`src/rtl/spi_slave_if.sv`:
```
// Bus bundle between the external SPI master / RAM block and spi_slave.
// The slave modport is the view seen by spi_slave; the master modport is
// the view of whoever drives the serial line and the RAM read response.
interface spi_slave_if;
  logic       MOSI;
  logic       SS_n;
  logic       MISO;
  logic [9:0] rx_data;
  logic       rx_valid;
  logic [7:0] tx_data;
  logic       tx_valid;

  modport slave (
    input  MOSI,
    input  SS_n,
    input  tx_data,
    input  tx_valid,
    output MISO,
    output rx_data,
    output rx_valid
  );

  modport master (
    output MOSI,
    output SS_n,
    output tx_data,
    output tx_valid,
    input  MISO,
    input  rx_data,
    input  rx_valid
  );
endinterface

```
`src/rtl/spi_slave.sv`:
```
// SPI slave front end sampled on the system clock (one bit per clk).
// Deserializes 10-bit command/data words from MOSI into rx_data with a
// one-cycle rx_valid strobe. A read-data command (11 while a read address
// is pending) waits for the RAM's tx_valid and shifts tx_data out on MISO,
// MSB first. Raising SS_n in any active state abandons the frame.
module spi_slave (
  input  logic        clk,
  input  logic        rst,
  spi_slave_if.slave  bus
);

  typedef enum logic [2:0] {
    IDLE      = 3'd0,
    CHK_CMD   = 3'd1,
    WRITE     = 3'd2,
    READ_ADD  = 3'd3,
    READ_DATA = 3'd4
  } state_t;

  typedef enum logic [1:0] {
    TX_WAIT  = 2'd0,
    TX_SHIFT = 2'd1,
    TX_DONE  = 2'd2
  } tx_phase_t;

  state_t     state_r;
  state_t     next_state_s;
  tx_phase_t  tx_phase_r;

  logic [3:0] bit_cnt_r;    // word bits captured in this frame (0..10)
  logic [8:0] shift_r;      // word bits 9..1 while the word is in flight
  logic [9:0] word_s;       // complete word when bit 0 is on MOSI
  logic [9:0] rx_data_r;
  logic       rx_valid_r;
  logic       rd_flag_r;    // a read address has been sent, next 11 is read-data
  logic [7:0] tx_shift_r;
  logic [3:0] tx_cnt_r;     // MISO bits still to present
  logic       miso_r;

  assign word_s       = {shift_r, bus.MOSI};
  assign bus.MISO     = miso_r;
  assign bus.rx_data  = rx_data_r;
  assign bus.rx_valid = rx_valid_r;

  // State register.
  always_ff @(posedge clk or posedge rst) begin
    if (rst) begin
      state_r <= IDLE;
    end else begin
      state_r <= next_state_s;
    end
  end

  // Next-state decode: frame start, command dispatch and SS_n abort.
  always_comb begin
    next_state_s = state_r;
    case (state_r)
      IDLE: begin
        if (!bus.SS_n) begin
          next_state_s = CHK_CMD;
        end else begin
          next_state_s = IDLE;
        end
      end
      CHK_CMD: begin
        if (bus.SS_n) begin
          next_state_s = IDLE;
        end else if (!bus.MOSI) begin
          next_state_s = WRITE;
        end else if (rd_flag_r) begin
          next_state_s = READ_DATA;
        end else begin
          next_state_s = READ_ADD;
        end
      end
      WRITE, READ_ADD, READ_DATA: begin
        if (bus.SS_n) begin
          next_state_s = IDLE;
        end else begin
          next_state_s = state_r;
        end
      end
      default: begin
        next_state_s = IDLE;
      end
    endcase
  end

  // Datapath: word deserializer, rx strobe, rd_flag and MISO serializer.
  always_ff @(posedge clk or posedge rst) begin
    if (rst) begin
      bit_cnt_r  <= 4'd0;
      shift_r    <= 9'd0;
      rx_data_r  <= 10'd0;
      rx_valid_r <= 1'b0;
      rd_flag_r  <= 1'b0;
      tx_shift_r <= 8'd0;
      tx_cnt_r   <= 4'd0;
      tx_phase_r <= TX_WAIT;
      miso_r     <= 1'b0;
    end else begin
      rx_valid_r <= 1'b0;
      if ((state_r != IDLE) && bus.SS_n) begin
        // Frame abandoned: partial word dropped, rd_flag kept.
        bit_cnt_r  <= 4'd0;
        miso_r     <= 1'b0;
        tx_cnt_r   <= 4'd0;
        tx_phase_r <= TX_WAIT;
      end else begin
        case (state_r)
          IDLE: begin
            bit_cnt_r  <= 4'd0;
            shift_r    <= 9'd0;
            miso_r     <= 1'b0;
            tx_cnt_r   <= 4'd0;
            tx_phase_r <= TX_WAIT;
          end
          CHK_CMD: begin
            shift_r   <= {shift_r[7:0], bus.MOSI};
            bit_cnt_r <= 4'd1;
          end
          WRITE, READ_ADD, READ_DATA: begin
            if (bit_cnt_r < 4'd9) begin
              shift_r   <= {shift_r[7:0], bus.MOSI};
              bit_cnt_r <= bit_cnt_r + 4'd1;
            end else if (bit_cnt_r == 4'd9) begin
              // Bit 0 on the line: publish the word whatever its command.
              rx_data_r  <= word_s;
              rx_valid_r <= 1'b1;
              bit_cnt_r  <= 4'd10;
              if (word_s[9:8] == 2'b10) begin
                rd_flag_r <= 1'b1;
              end else if (word_s[9:8] == 2'b11) begin
                rd_flag_r <= 1'b0;
              end else begin
                rd_flag_r <= rd_flag_r;
              end
            end else if (state_r == READ_DATA) begin
              // Word done; only READ_DATA answers the RAM, once per frame.
              case (tx_phase_r)
                TX_WAIT: begin
                  if (bus.tx_valid) begin
                    tx_shift_r <= bus.tx_data;
                    tx_cnt_r   <= 4'd8;
                    tx_phase_r <= TX_SHIFT;
                  end
                end
                TX_SHIFT: begin
                  if (tx_cnt_r != 4'd0) begin
                    miso_r     <= tx_shift_r[7];
                    tx_shift_r <= {tx_shift_r[6:0], 1'b0};
                    tx_cnt_r   <= tx_cnt_r - 4'd1;
                  end else begin
                    miso_r     <= 1'b0;
                    tx_phase_r <= TX_DONE;
                  end
                end
                TX_DONE: begin
                  miso_r <= 1'b0;
                end
                default: begin
                  miso_r     <= 1'b0;
                  tx_phase_r <= TX_DONE;
                end
              endcase
            end else begin
              // Extra MOSI bits after the word are ignored.
              bit_cnt_r <= bit_cnt_r;
            end
          end
          default: begin
            bit_cnt_r <= 4'd0;
            miso_r    <= 1'b0;
          end
        endcase
      end
    end
  end

endmodule

```
`src/flat_wrapper.sv`:
```
// flat-port wrapper written by rule: the top's interface ports become plain ports
module spi_slave_flat 
  (clk, rst, bus_MOSI, bus_SS_n, bus_tx_data, bus_tx_valid, bus_MISO, bus_rx_data, bus_rx_valid);
  spi_slave_if bus_i ();
  input  logic clk;
  input  logic rst;
  input wire logic [$bits(bus_i.MOSI)-1:0] bus_MOSI;
  input wire logic [$bits(bus_i.SS_n)-1:0] bus_SS_n;
  input wire logic [$bits(bus_i.tx_data)-1:0] bus_tx_data;
  input wire logic [$bits(bus_i.tx_valid)-1:0] bus_tx_valid;
  output wire logic [$bits(bus_i.MISO)-1:0] bus_MISO;
  output wire logic [$bits(bus_i.rx_data)-1:0] bus_rx_data;
  output wire logic [$bits(bus_i.rx_valid)-1:0] bus_rx_valid;
  assign bus_i.MOSI = bus_MOSI;
  assign bus_i.SS_n = bus_SS_n;
  assign bus_i.tx_data = bus_tx_data;
  assign bus_i.tx_valid = bus_tx_valid;
  assign bus_MISO = bus_i.MISO;
  assign bus_rx_data = bus_i.rx_data;
  assign bus_rx_valid = bus_i.rx_valid;
  spi_slave u_core (.clk(clk), .rst(rst), .bus(bus_i));
endmodule
```
`config.mk`:
```
export PLATFORM = sky130hd
export DESIGN_NAME = spi_slave_flat
export DESIGN_NICKNAME = d
export VERILOG_FILES = /design/src/rtl/spi_slave_if.sv /design/src/rtl/spi_slave.sv /design/src/flat_wrapper.sv
export SDC_FILE = /design/constraint.sdc
export NUM_CORES = 1
export LEC_CHECK = 0
export BUFFER_PORTS_ARGS = -buffer_cell sky130_fd_sc_hd__buf_2
export CORE_ASPECT_RATIO = 1.1
export CORE_MARGIN = 8
export CORE_UTILIZATION = 51
export DETAILED_ROUTE_END_ITERATION = 7
export PLACE_DENSITY_LB_ADDON = 0.3
export SLEW_MARGIN = 5
export SYNTH_ARGS = -nofsm -noshare
export SYNTH_HDL_FRONTEND = slang
export SYNTH_SLANG_ARGS = --single-unit
export TNS_END_PERCENT = 100
```
`constraint.sdc`:
```
create_clock -name clk -period 2.3 [get_ports clk]
set_input_delay 0.115 -clock clk [delete_from_list [all_inputs] [get_ports clk]]
set_output_delay 0.115 -clock clk [all_outputs]
set_load 0.1 [all_outputs]
```
==> results.cfg <==
[clock_tree]
cts_tree = done
root_buffer = clkbuf_8
numCtsBuffers = 5
clk_path_buf_depth = 2
insertion_delay_ns = 0.29
clkTransAtPathRegs_ns = 0.08
post_cts_resized = 0
clock-sinks = 43
cts-htree-levels = 2

[final_layout]
nFillCells = 348
fin_cells = 298
nets = 263
syn_to_final_growth_pct = 16.1
drive_above_1_share = 0.232
diodes = 0
utilization = 0.620

[critical_path]
required_ns = 2.48
r2r-start = u_core.bit_cnt_r[1]
startpoint_type = flop
critPathLaunch = u_core.bit_cnt_r[1]
critical_path_class = reg2reg
r2r_slack_ns = 0.18
crit_arrival_ns = 2.30
end_kind = flop
path_max_fanout = 11
worstRegToRegCells = 6

[sta]
report.final.hold_viol_count = 0
maxSlewViolCount = 0
worst_pin_slew_ns = 0.636
rsz0062_at_grt = false
min_period_ns = 2.12
min_period_over_period = 0.922
max_slew_margin = 0.575
setup_violations = 0
fmax_mhz = 472
fin_setup_tns_ns = 0
skew_ns = 0.00674

[route]
first_pass_iters = 4
wl_um = 4090
route.detailed.drc = 0
postRouteAntennaNets = 0
via_per_inst = 5.42
via_count = 1615
initialDrtViolationCount = 49
wl_per_cell_um = 13.7

[logic_synthesis]
yosys_warnings = 0
syn_area_um2 = 2130
synthMuxAreaShare = 0.0898
ys_seq_area_frac = 0.505
yosys.cell_types.count = 44
synth-xor-area-share = 0.00411
synth.ff_latch_count = 43
synth_top_family_by_area = simple AND/OR/NAND/NOR gates
synth-simple-area-share = 0.169
synth_compound_area_frac = 0.141
avgSynthCellArea_um2 = 10.0
async_flop_share = 1.00
synthAdderAreaFrac = 0.0294
syn_nets = 231
synth_edf_count = 0
synthFlopType = dfrtp_1
syn_inst = 213

[die]
ios = 25
placementRows = 24
die-width_um = 77.6
chipHeight_um = 83.8
die_area_um2 = 6500
initial_core_util = 0.534
core_um2 = 3990

[place]
io_buffer_count = 24
dpl.hpwl_um = 2820
gp_congestion = 0.801
placed_cells = 289

[global_routing]
grtUsageTotal = 0.136
antenna_found_initial = 0
grt_pass1_vias = 1668
grt_start_max_net_pins = 44
grt_pass1_wl_um = 7370
overflow = 0

[hold_path]
hp-class = in2reg
holdCritStartpoint = bus_tx_data[3]
hold_path_depth = 3

[pwr]
vdd_ir_drop_max_v = 0.000428
leakage_nw = 1.15
power_density_nw_per_um2 = 670

[job]
maxCapViolCount = 0

[outcome]
status = finished clean
[what timing repair did]
item,CTS,global route
hold endpoints to repair,43,0
buffers inserted,0,0
setup endpoints to repair,0,0
hold buffers,1,0
[path summary, 6_finish.rpt]
check,end
max,u_core.bus.rx_data[0]
min,u_core.tx_shift_r[3]
max reg2reg,u_core.bus.rx_data[0]
min reg2reg,u_core.bus.rx_data[1]
max in group asynchronous,u_core.bus.rx_data[9]
min in group asynchronous,u_core.bus.rx_data[4]
[synthesized netlist by cell type, types with 3 or more instances]
cell type  instances  area share
dfrtp_1           43        0.50
nand2_1           29       0.051
inv_1             20       0.035
nor2_1            12       0.021
o21ai_0           10       0.023
a31oi_1            9       0.026
mux2_2             9       0.048
mux2i_1            9       0.042
a21oi_1            8       0.019
nor3_1             8       0.019
ha_1               5       0.029
nand2b_1           5       0.015
nand3_1            4      0.0094
nor2b_1            4       0.012
a211oi_1           3       0.011
clkbuf_1           3      0.0053
[metrics by stage]
step	instance area (um2)	power (mW)	hold slack, ns	worst slack (ns)
CTS	2470	1.68	0.0549	0.173
global route	2470	1.73	0.0668	0.0867
detailed placement	2330	0.986	0.286	0.185
floorplan	2130	0.936	0.249	0.227
global placement	2330	0.982	0.276	0.216
finish	2470	1.66	0.0651	0.180
[kinds of logic (layout without fill, tap and decap cells)]
kind of cell               count (synthesis)  after routing
AOI/OAI and AO/OA                         44             44
buffers and inverters                     29             62
adders and majority gates                  5              5
DFF                                       43             43
xor gates and xnor gates                   1              1
and+or+nand+nor                           73             73
muxes                                     18             18
[critical path: stages (launching register included)]
cell,delay (ns)
dfrtp_1,0.40
inv_1,0.08
ha_1,0.20
or3b_1,0.41
a2111oi_4,0.32
buf_4,0.25
mux2_2,0.35
[power breakdown]
part | internal [mW] | switching, mW
logic | 0.0622 | 0.112
clock network | 0.434 | 0.252
registers | 0.778 | 0.0191
[cell usage in the layout (no fill, tap or decap), types with 2 or more instances in the layout]
| master | n |
|---|---|
| a211oi_1 | 3 |
| a21oi_1 | 8 |
| a31oi_1 | 9 |
| buf_2 | 24 |
| buf_4 | 9 |
| bufinv_16 | 2 |
| clkbuf_8 | 5 |
| dfrtp_1 | 43 |
| ha_1 | 5 |
| inv_1 | 20 |
| mux2_2 | 9 |
| mux2i_1 | 9 |
| nand2_1 | 29 |
| nand2b_1 | 5 |
| nand3_1 | 4 |
| nor2_1 | 12 |
| nor2b_1 | 4 |
| nor3_1 | 8 |
| o21ai_0 | 10 |
| o31ai_1 | 2 |
[per-layer routing]
metal	GRT usage	routed length, um	share of wire
met1	0.158	1870	0.46
met2	0.235	2040	0.50
met3	0.0399	125	0.031
met4	0.0378	50	0.012
met5	0	0	0
[flip-flops by register name, summed over array words and instances (netlist names)]
register,cells
u_core.shift_r,9
u_core.bus.MISO,1
u_core.tx_shift_r,8
u_core.tx_phase_r,2
u_core.tx_cnt_r,4
u_core.bus.rx_valid,1
u_core.rd_flag_r,1
u_core.bus.rx_data,10
u_core.state_r,3
u_core.bit_cnt_r,4
[cell type report]
class | instances | area [um2] | share of cell area
Sequential cell | 43 | 1080 | 0.435
Tap cell | 52 | 65.1 | 0.0263
Multi-Input combinational cell | 141 | 928 | 0.375
Inverter | 20 | 75.1 | 0.0303
Clock buffer | 6 | 72.6 | 0.0293
Timing Repair Buffer | 34 | 198 | 0.0799
Clock inverter | 2 | 60.1 | 0.0243
(Power assumes the default switching activity.)
